$ cat src/rtl/wb_commit_stage_pkg.sv
// Shared codes for the write-back/commit stage: result-select, load-size,
// halt encoding and FSM states.
package wb_commit_stage_pkg;

  localparam logic [1:0] WB_SEL_ALU  = 2'd0;
  localparam logic [1:0] WB_SEL_LOAD = 2'd1;
  localparam logic [1:0] WB_SEL_CSR  = 2'd2;
  localparam logic [1:0] WB_SEL_PC4  = 2'd3;

  localparam logic [1:0] LS_SIZE_BYTE  = 2'd0;
  localparam logic [1:0] LS_SIZE_HALF  = 2'd1;
  localparam logic [1:0] LS_SIZE_WORD  = 2'd2;
  localparam logic [1:0] LS_SIZE_DWORD = 2'd3;

  localparam logic [31:0] EBREAK_INST = 32'h0010_0073;

  typedef enum logic [0:0] {
    ST_RUN    = 1'b0,
    ST_HALTED = 1'b1
  } wb_state_e;

endpackage

$ cat src/rtl/wb_commit_stage_load_ext.sv
// Combinational load-data extension: keeps the low byte/half/word/XLEN bits
// and sign- or zero-extends them back to XLEN.
module wb_load_ext #(
  parameter int XLEN = 64
) (
  input  logic [XLEN-1:0] data,
  input  logic [1:0]      size,
  input  logic            uns,
  output logic [XLEN-1:0] ext
);
  import wb_commit_stage_pkg::*;

  logic [XLEN-1:0] byte_ext;
  logic [XLEN-1:0] half_ext;
  logic [XLEN-1:0] word_ext;

  assign byte_ext = {{(XLEN-8){~uns & data[7]}}, data[7:0]};
  assign half_ext = {{(XLEN-16){~uns & data[15]}}, data[15:0]};

  // On a 32-bit datapath a word already fills the register, so no extension.
  generate
    if (XLEN > 32) begin : g_word_ext
      assign word_ext = {{(XLEN-32){~uns & data[31]}}, data[31:0]};
    end else begin : g_word_pass
      assign word_ext = data;
    end
  endgenerate

  always_comb begin
    ext = data;
    case (size)
      LS_SIZE_BYTE:  ext = byte_ext;
      LS_SIZE_HALF:  ext = half_ext;
      LS_SIZE_WORD:  ext = word_ext;
      LS_SIZE_DWORD: ext = data;
      default:       ext = data;
    endcase
  end

endmodule

$ cat src/rtl/wb_commit_stage.sv
// Registered write-back/commit stage: one-entry register fed from MEM,
// result select, regfile/forward drive, commit trace, retire count, EBREAK halt.
module wb_commit_stage #(
  parameter int              XLEN        = 64,
  parameter int              ILEN        = 32,
  parameter int              RAW         = 5,
  parameter int              CNT_W       = 64,
  parameter logic [ILEN-1:0] EBREAK_INST = ILEN'(wb_commit_stage_pkg::EBREAK_INST)
) (
  input  logic             clk,
  input  logic             rst,
  input  logic             in_valid,
  output logic             in_ready,
  input  logic [XLEN-1:0]  in_pc,
  input  logic [ILEN-1:0]  in_inst,
  input  logic             in_rd_ena,
  input  logic [RAW-1:0]   in_rd_addr,
  input  logic [1:0]       in_wb_sel,
  input  logic [XLEN-1:0]  in_exu_res,
  input  logic [XLEN-1:0]  in_ls_data,
  input  logic [1:0]       in_ls_size,
  input  logic             in_ls_uns,
  input  logic [XLEN-1:0]  in_csr_data,
  input  logic             flush,
  output logic             wb_rd_ena,
  output logic [RAW-1:0]   wb_rd_addr,
  output logic [XLEN-1:0]  wb_data,
  output logic             fwd_valid,
  output logic [RAW-1:0]   fwd_addr,
  output logic [XLEN-1:0]  fwd_data,
  output logic             commit_valid,
  output logic [XLEN-1:0]  commit_pc,
  output logic [ILEN-1:0]  commit_inst,
  output logic [CNT_W-1:0] retire_cnt,
  output logic             halt,
  output logic [XLEN-1:0]  halt_pc
);
  import wb_commit_stage_pkg::*;

  wb_state_e       state_q, state_d;
  logic            vld_q, vld_d;
  logic [XLEN-1:0] pc_q, pc_d;
  logic [ILEN-1:0] inst_q, inst_d;
  logic            rd_ena_q, rd_ena_d;
  logic [RAW-1:0]  rd_addr_q, rd_addr_d;
  logic [1:0]      wb_sel_q, wb_sel_d;
  logic [XLEN-1:0] exu_res_q, exu_res_d;
  logic [XLEN-1:0] ls_data_q, ls_data_d;
  logic [1:0]      ls_size_q, ls_size_d;
  logic            ls_uns_q, ls_uns_d;
  logic [XLEN-1:0] csr_data_q, csr_data_d;
  logic [CNT_W-1:0] retire_cnt_q, retire_cnt_d;
  logic [XLEN-1:0] halt_pc_q, halt_pc_d;

  logic            capture;
  logic [XLEN-1:0] load_ext;
  logic [XLEN-1:0] sel_data;
  logic            rd_write;

  assign in_ready = (state_q == ST_RUN);
  assign capture  = in_valid & in_ready & ~flush;

  // Entry fields hold their last value when idle; only vld drops.
  always_comb begin
    vld_d      = capture;
    pc_d       = pc_q;
    inst_d     = inst_q;
    rd_ena_d   = rd_ena_q;
    rd_addr_d  = rd_addr_q;
    wb_sel_d   = wb_sel_q;
    exu_res_d  = exu_res_q;
    ls_data_d  = ls_data_q;
    ls_size_d  = ls_size_q;
    ls_uns_d   = ls_uns_q;
    csr_data_d = csr_data_q;
    if (capture) begin
      pc_d       = in_pc;
      inst_d     = in_inst;
      rd_ena_d   = in_rd_ena;
      rd_addr_d  = in_rd_addr;
      wb_sel_d   = in_wb_sel;
      exu_res_d  = in_exu_res;
      ls_data_d  = in_ls_data;
      ls_size_d  = in_ls_size;
      ls_uns_d   = in_ls_uns;
      csr_data_d = in_csr_data;
    end
  end

  // Halt is taken at capture so it shows alongside the EBREAK's own commit.
  always_comb begin
    state_d   = state_q;
    halt_pc_d = halt_pc_q;
    case (state_q)
      ST_RUN: begin
        if (capture && (in_inst == EBREAK_INST)) begin
          state_d   = ST_HALTED;
          halt_pc_d = in_pc;
        end
      end
      ST_HALTED: state_d = ST_HALTED;
      default:   state_d = ST_RUN;
    endcase
  end

  always_comb begin
    retire_cnt_d = retire_cnt_q;
    if (vld_q) begin
      retire_cnt_d = retire_cnt_q + CNT_W'(1);
    end
  end

  always_ff @(posedge clk) begin
    if (rst) begin
      state_q      <= ST_RUN;
      vld_q        <= 1'b0;
      pc_q         <= '0;
      inst_q       <= '0;
      rd_ena_q     <= 1'b0;
      rd_addr_q    <= '0;
      wb_sel_q     <= '0;
      exu_res_q    <= '0;
      ls_data_q    <= '0;
      ls_size_q    <= '0;
      ls_uns_q     <= 1'b0;
      csr_data_q   <= '0;
      retire_cnt_q <= '0;
      halt_pc_q    <= '0;
    end else begin
      state_q      <= state_d;
      vld_q        <= vld_d;
      pc_q         <= pc_d;
      inst_q       <= inst_d;
      rd_ena_q     <= rd_ena_d;
      rd_addr_q    <= rd_addr_d;
      wb_sel_q     <= wb_sel_d;
      exu_res_q    <= exu_res_d;
      ls_data_q    <= ls_data_d;
      ls_size_q    <= ls_size_d;
      ls_uns_q     <= ls_uns_d;
      csr_data_q   <= csr_data_d;
      retire_cnt_q <= retire_cnt_d;
      halt_pc_q    <= halt_pc_d;
    end
  end

  wb_load_ext #(
    .XLEN(XLEN)
  ) u_load_ext (
    .data (ls_data_q),
    .size (ls_size_q),
    .uns  (ls_uns_q),
    .ext  (load_ext)
  );

  always_comb begin
    sel_data = '0;
    if (vld_q) begin
      case (wb_sel_q)
        WB_SEL_ALU:  sel_data = exu_res_q;
        WB_SEL_LOAD: sel_data = load_ext;
        WB_SEL_CSR:  sel_data = csr_data_q;
        WB_SEL_PC4:  sel_data = pc_q + XLEN'(4);
        default:     sel_data = '0;
      endcase
    end
  end

  // Writes to x0 are dropped here, but the instruction still retires.
  assign rd_write     = vld_q & rd_ena_q & (rd_addr_q != '0);

  assign wb_rd_ena    = rd_write;
  assign wb_rd_addr   = rd_addr_q;
  assign wb_data      = sel_data;
  assign fwd_valid    = rd_write;
  assign fwd_addr     = rd_addr_q;
  assign fwd_data     = sel_data;
  assign commit_valid = vld_q;
  assign commit_pc    = pc_q;
  assign commit_inst  = inst_q;
  assign retire_cnt   = retire_cnt_q;
  assign halt         = (state_q == ST_HALTED);
  assign halt_pc      = halt_pc_q;

endmodule

$ cat config.mk
export PLATFORM = sky130hd
export DESIGN_NAME = wb_commit_stage
export DESIGN_NICKNAME = d
export VERILOG_FILES = /design/src/rtl/wb_commit_stage_pkg.sv /design/src/rtl/wb_commit_stage_load_ext.sv /design/src/rtl/wb_commit_stage.sv
export SDC_FILE = /design/constraint.sdc
export NUM_CORES = 1
export LEC_CHECK = 0
export ABC_CLOCK_PERIOD_IN_PS = 2900
export CORE_AREA = 4 4 259 261
export DETAILED_ROUTE_END_ITERATION = 8
export DIE_AREA = 0 0 263 265
export PLACE_DENSITY = 0.56
export REMOVE_ABC_BUFFERS = 1
export SYNTH_ARGS = -nofsm -noshare
export SYNTH_HDL_FRONTEND = slang
export SYNTH_HIERARCHICAL = 1
export SYNTH_SLANG_ARGS = --single-unit
$ cat constraint.sdc
create_clock -name clk -period 2.9 [get_ports clk]
set_input_delay 0.435 -clock clk [delete_from_list [all_inputs] [get_ports clk]]
set_output_delay 0.435 -clock clk [all_outputs]
set_load 0.03 [all_outputs]
# Yosys cells after proc, flatten, opt, wreduce, memory -nomap -nowiden
# Index checks and enable logic that the tools add are counted.
# classes
eq_ne	7
n_addsub	2
muxes	5
n_div	0
shifts	0
bitwise	10
reduce_logical	5
order_cmp	0
mul	0
# ops
op	n
64-bit one-hot mux with 4 select lines	2
64-bit by 1-bit adder with 64-bit output, second input constant	1
64-bit by 3-bit adder with 64-bit output, second input constant	1
64-bit two-way mux	1
32-bit by 21-bit equality test with 1-bit output, second input constant	1
2-bit equality test, second input constant	4
1-bit AND	7
5-bit nonzero test	1
2-bit by 1-bit equality test with 1-bit output, second input constant	2
2-bit logical NOT	2
1-bit NOT	3
1-bit one-hot mux with 2 select lines	1
2-bit AND reduction	1
1-bit logical AND	1
1-bit two-way mux	1
# word_totals
mem_bits_rw	0
inputBits	303
ff_bits	429
latch_bits	0
elab_cells	43
n_memories	0
rom_bits	0

# Logic depth before layout (Yosys ltp)
# depth
word_depth	6
ltp_mapped	10
mapped_depth_nobuf	6

# Modules after synthesis
# Netlist, hierarchy kept.
# by_module_without_submodules
module	n_inst	cells_per_inst	area_per_inst_um2	seq_area_each_um2
wb_commit_stage	1	2514	19228.4	8588.2
wb_load_ext	1	152	863.3	0.0

# Worst setup path before layout
# No wires, ideal clock.
# synth_timing
kind	register to output
start	register pc_q[19] (netlist: commit_pc[19])
end	output wb_data[59]
t_arrival_ps	3468
stages_incl_launch_ff	8
path_buffers	3
required_ps	2465
slack_ps	-1003
path_cell_list	dfxtp_1 nand4_2 or4_1 buf_2 or4_1 buf_2 o41ai_1 buf_4
# synth_via
elab_chain_len	3
# synth_lines
item	line	rtl
from (decl)	wb_commit_stage.sv:42	logic [XLEN-1:0] pc_q, pc_d;
from (signal assigned)	wb_commit_stage.sv:132	pc_q <= pc_d;
64-bit by 3-bit adder with 64-bit output	wb_commit_stage.sv:163	WB_SEL_PC4: sel_data = pc_q + XLEN'(4);
64-bit one-hot mux with 4 select lines	wb_commit_stage.sv:159	case (wb_sel_q)
64-bit two-way mux	wb_commit_stage.sv:158	if (vld_q) begin
to (decl)	wb_commit_stage.sv:27	output logic [XLEN-1:0] wb_data,
# Every way passes these cells.

# Worst setup path in the final report
# layout_timing
start	register pc_q[24] (netlist: commit_pc[24])
end	output fwd_data[62]
# layout_via
elab_chain_len	3
# layout_lines
item	line	rtl
64-bit by 3-bit adder with 64-bit output	wb_commit_stage.sv:163	
64-bit one-hot mux with 4 select lines	wb_commit_stage.sv:159	
64-bit two-way mux	wb_commit_stage.sv:158	
to (decl)	wb_commit_stage.sv:30	output logic [XLEN-1:0] fwd_data,
# Every way passes these cells.

==> impl_metrics.tcl <==
set metrics [dict create \
    pwr-share-clk_pct 45.0 \
    clk_pin_slew_ns 0.06 \
    async_flop_share_pct 0 \
    dieHeight_um 265 \
    busiest_layer "met2" \
    violations "negative setup slack" \
    skew_ns 0.00838 \
    intPower_uw 11000 \
    yosysWarningCount 6 \
    p_leak_uw 0.0116 \
    swShare_pct 25.2 \
    synth_ff_type "dfxtp_1" \
    dpl_cell_area_um2 28100 \
    tightest_slew_ns 0.766 \
    cp_slowest_cell "or4_4" \
    hold_class "in2reg" \
    ys_seq_area_share_pct 42.7 \
    p_per_area_nw_per_um2 468 \
    worstHoldPathCells 2 \
    reg2reg_depth 7 \
    arrival_ns 3.01 \
    synth_edf_count 0 \
    crit_path_max_incr_delay_ns 0.65 \
    start_kind "flip-flop" \
    io_pins 670 \
    hold_buffers 0 \
    setup_ws_ns -0.547 \
    post-route-min-period_ns 3.45 \
    start_util_pct 31.2 \
    relSlewSlack_pct 48.5 \
    ys_seq_elements 429 \
    grt-ovfl-total 0 \
    setup_violations 106 \
    cts_made_buffers 51 \
    clk_path_buf_depth 3 \
    nets 3624 \
    rows 93 \
    grt_antenna_before_repair 9 \
    cp.buffers_inverters 2 \
    p_seq_share_pct 42.0 \
    core-area_um2 64500 \
    portBuffers 669 \
    cpMostUsedCell "buf_6" \
    htreeDepth 2 \
    grt_pass1_vias 21600 \
    mostFrequentLayoutCells "nand2_1 (849), clkdlybuf4s50_1 (540), dfxtp_1 (404), a21oi_1 (398), buf_4 (157)" \
    grt_max_degree 120 \
    crit_required_ns 2.47 \
    rrSetupSlack_ns 0.34 \
    drive_gt1_share_pct 17.7 \
    hold_viol_final 0 \
    syn_area_um2 20100 \
    max_freq_mhz 290 \
    cts_root_buffer "clkbuf_16" \
    synthDistinctLibCells 54 \
    cap_violations 0 \
    holdWs_ns 0.325 \
    end_kind "output port" \
    grt_pass1_wl_mm 133 \
    dr.pass1.iters 7 \
    cts_tree "built" \
    crit_cells 6 \
    synthCells 2666 \
    place.gp.congestion 0.861 \
    first_iter_violations 1510 \
    preCtsSetupSlack_ns -0.187 \
    status "finished with violations" \
    grt_util_met1_pct 29.7 \
    fp.dieArea_um2 69700 \
    p_comb_share_pct 13.0 \
    clkLatencyLatePin_ns 0.59 \
    period_share_pct 119 \
    crit_fanout 4 \
    num_vias 21700 \
    route.final.wire_length_mm 89.2 \
    final_common_cell "nand2_1" \
    grt_setup_unrepaired "true" \
    post_drt_via_cell_ratio 5.15 \
    irDropWorstVdd_mv 0.396 \
    crit_type "reg2out" \
    wire_per_inst_um 21.1 \
    power_uw 14800 \
    area_growth_pct 57.1 \
    maxSlewViolCount 0 \
    synth.avg_cell_area_um2 7.54 \
    clock-sinks 429 \
    grtUsageTotal_pct 24.0 \
    net-switching-power_uw 3730 \
    grtUsageMet2_pct 42.6 \
    hpwl_mm 65.9 \
    crit_chain "nand4_1, or4_4, or4b_4, buf_6, a311o_1, buf_6" \
    met3_usage_pct 4.66 \
    drc 0 \
    drt.antenna.violating_nets 0 \
    final_cell_area_um2 31600 \
    die_x_um 263 \
    cp_top_family "simple AND/OR/NAND/NOR gates" \
]
-- per-stage QoR --
stage / std cells / TNS, ns / utilization, %
2_1_floorplan: 2381 / -5573.08 / -
3_3_place_gp: 4089 / -2.30 / 43.7
3_5_place_dp: 4089 / -2.58 / 43.7
4_1_cts: 4197 / -40.96 / 48.3
5_1_grt: 4218 / -48.77 / 48.9
6_report: 4224 / -37.24 / 49.0
-- state kept, by name, indices dropped and copies added, names as in the netlist, 2 cells and up --
signal / flops
commit_pc: 64
wb_sel_q: 2
fwd_addr: 5
commit_inst: 32
retire_cnt: 64
ls_size_q: 2
csr_data_q: 64
halt_pc: 64
ls_data_q: 64
exu_res_q: 64
-- worst paths after layout --
| check | from | endpoint |
|---|---|---|
| worst max register to register | commit_valid$_SDFF_PP0_ | retire_cnt[59]$_SDFFE_PP0P_ |
| worst min-delay path | rst | ls_data_q[45]$_SDFFE_PP0P_ |
| worst min register to register | halt_pc[35]$_SDFFE_PP0P_ | halt_pc[35]$_SDFFE_PP0P_ |
| worst max-delay path | commit_pc[24]$_SDFFE_PP0P_ | fwd_data[62] |
-- power by group through the flow --
| stage | clock network, µW | logic (µW) | registers [µW] |
|---|---|---|---|
| after floorplan | 0 | 645 | 6510 |
| after global placement | 0 | 1860 | 6320 |
| after detailed placement | 0 | 1880 | 6330 |
| after CTS | 6810 | 1910 | 6210 |
| after global routing | 7040 | 2050 | 6230 |
| final | 6640 | 1920 | 6210 |
-- metal layers --
| layer | up-vias | routed length [µm] |
|---|---|---|
| met5 | - | 23 |
| met1 | 10500 | 36500 |
| met3 | 141 | 5400 |
| met4 | 4 | 2500 |
| met2 | 750 | 44700 |
| li1 | 10300 | - |
-- logic make-up after synthesis --
logic type               share of synthesized area (%)
XOR/XNOR                                          3.18
AND/OR/NAND/NOR                                   26.1
buffers and inverters                             7.31
multiplexers                                      4.60
AO/OA/AOI/OAI                                     15.9
adder cells (fa/ha/maj)                          0.125
flip-flops                                        42.7
-- synthesized netlist by cell type (31+ instances only) --
cell | n | share of area, %
clkbuf_1 | 176 | 3.3
xor2_1 | 41 | 1.8
o22ai_1 | 33 | 1.0
a21oi_1 | 408 | 10
nor2_1 | 56 | 1.0
nand3_1 | 97 | 2.4
dfxtp_1 | 429 | 43
nand4_1 | 43 | 1.3
mux2i_1 | 46 | 2.3
buf_4 | 79 | 3.0
o211ai_1 | 35 | 1.3
o21ai_0 | 49 | 1.2
or3_1 | 31 | 0.97
xnor2_1 | 32 | 1.4
nand2_1 | 856 | 16
-- cell type report --
cell class	count	area, µm²
Clock inverter	9	145
Tap cell	855	1070
Sequential cell	429	8630
Clock buffer	83	1590
Timing Repair Buffer	885	9010
Inverter	18	67.6
Antenna cell	11	27.5
Multi-Input combinational cell	1934	11000
Fill cell	6237	32900
-- what timing repair did --
item	in CTS	in global routing
setup endpoints to repair	128	114
pin swaps	59	43
setup buffers	24	23
gates resized for setup	402	108
endpoints found under the hold margin	0	0
No activity file was read; power rests on OpenSTA's default activity.
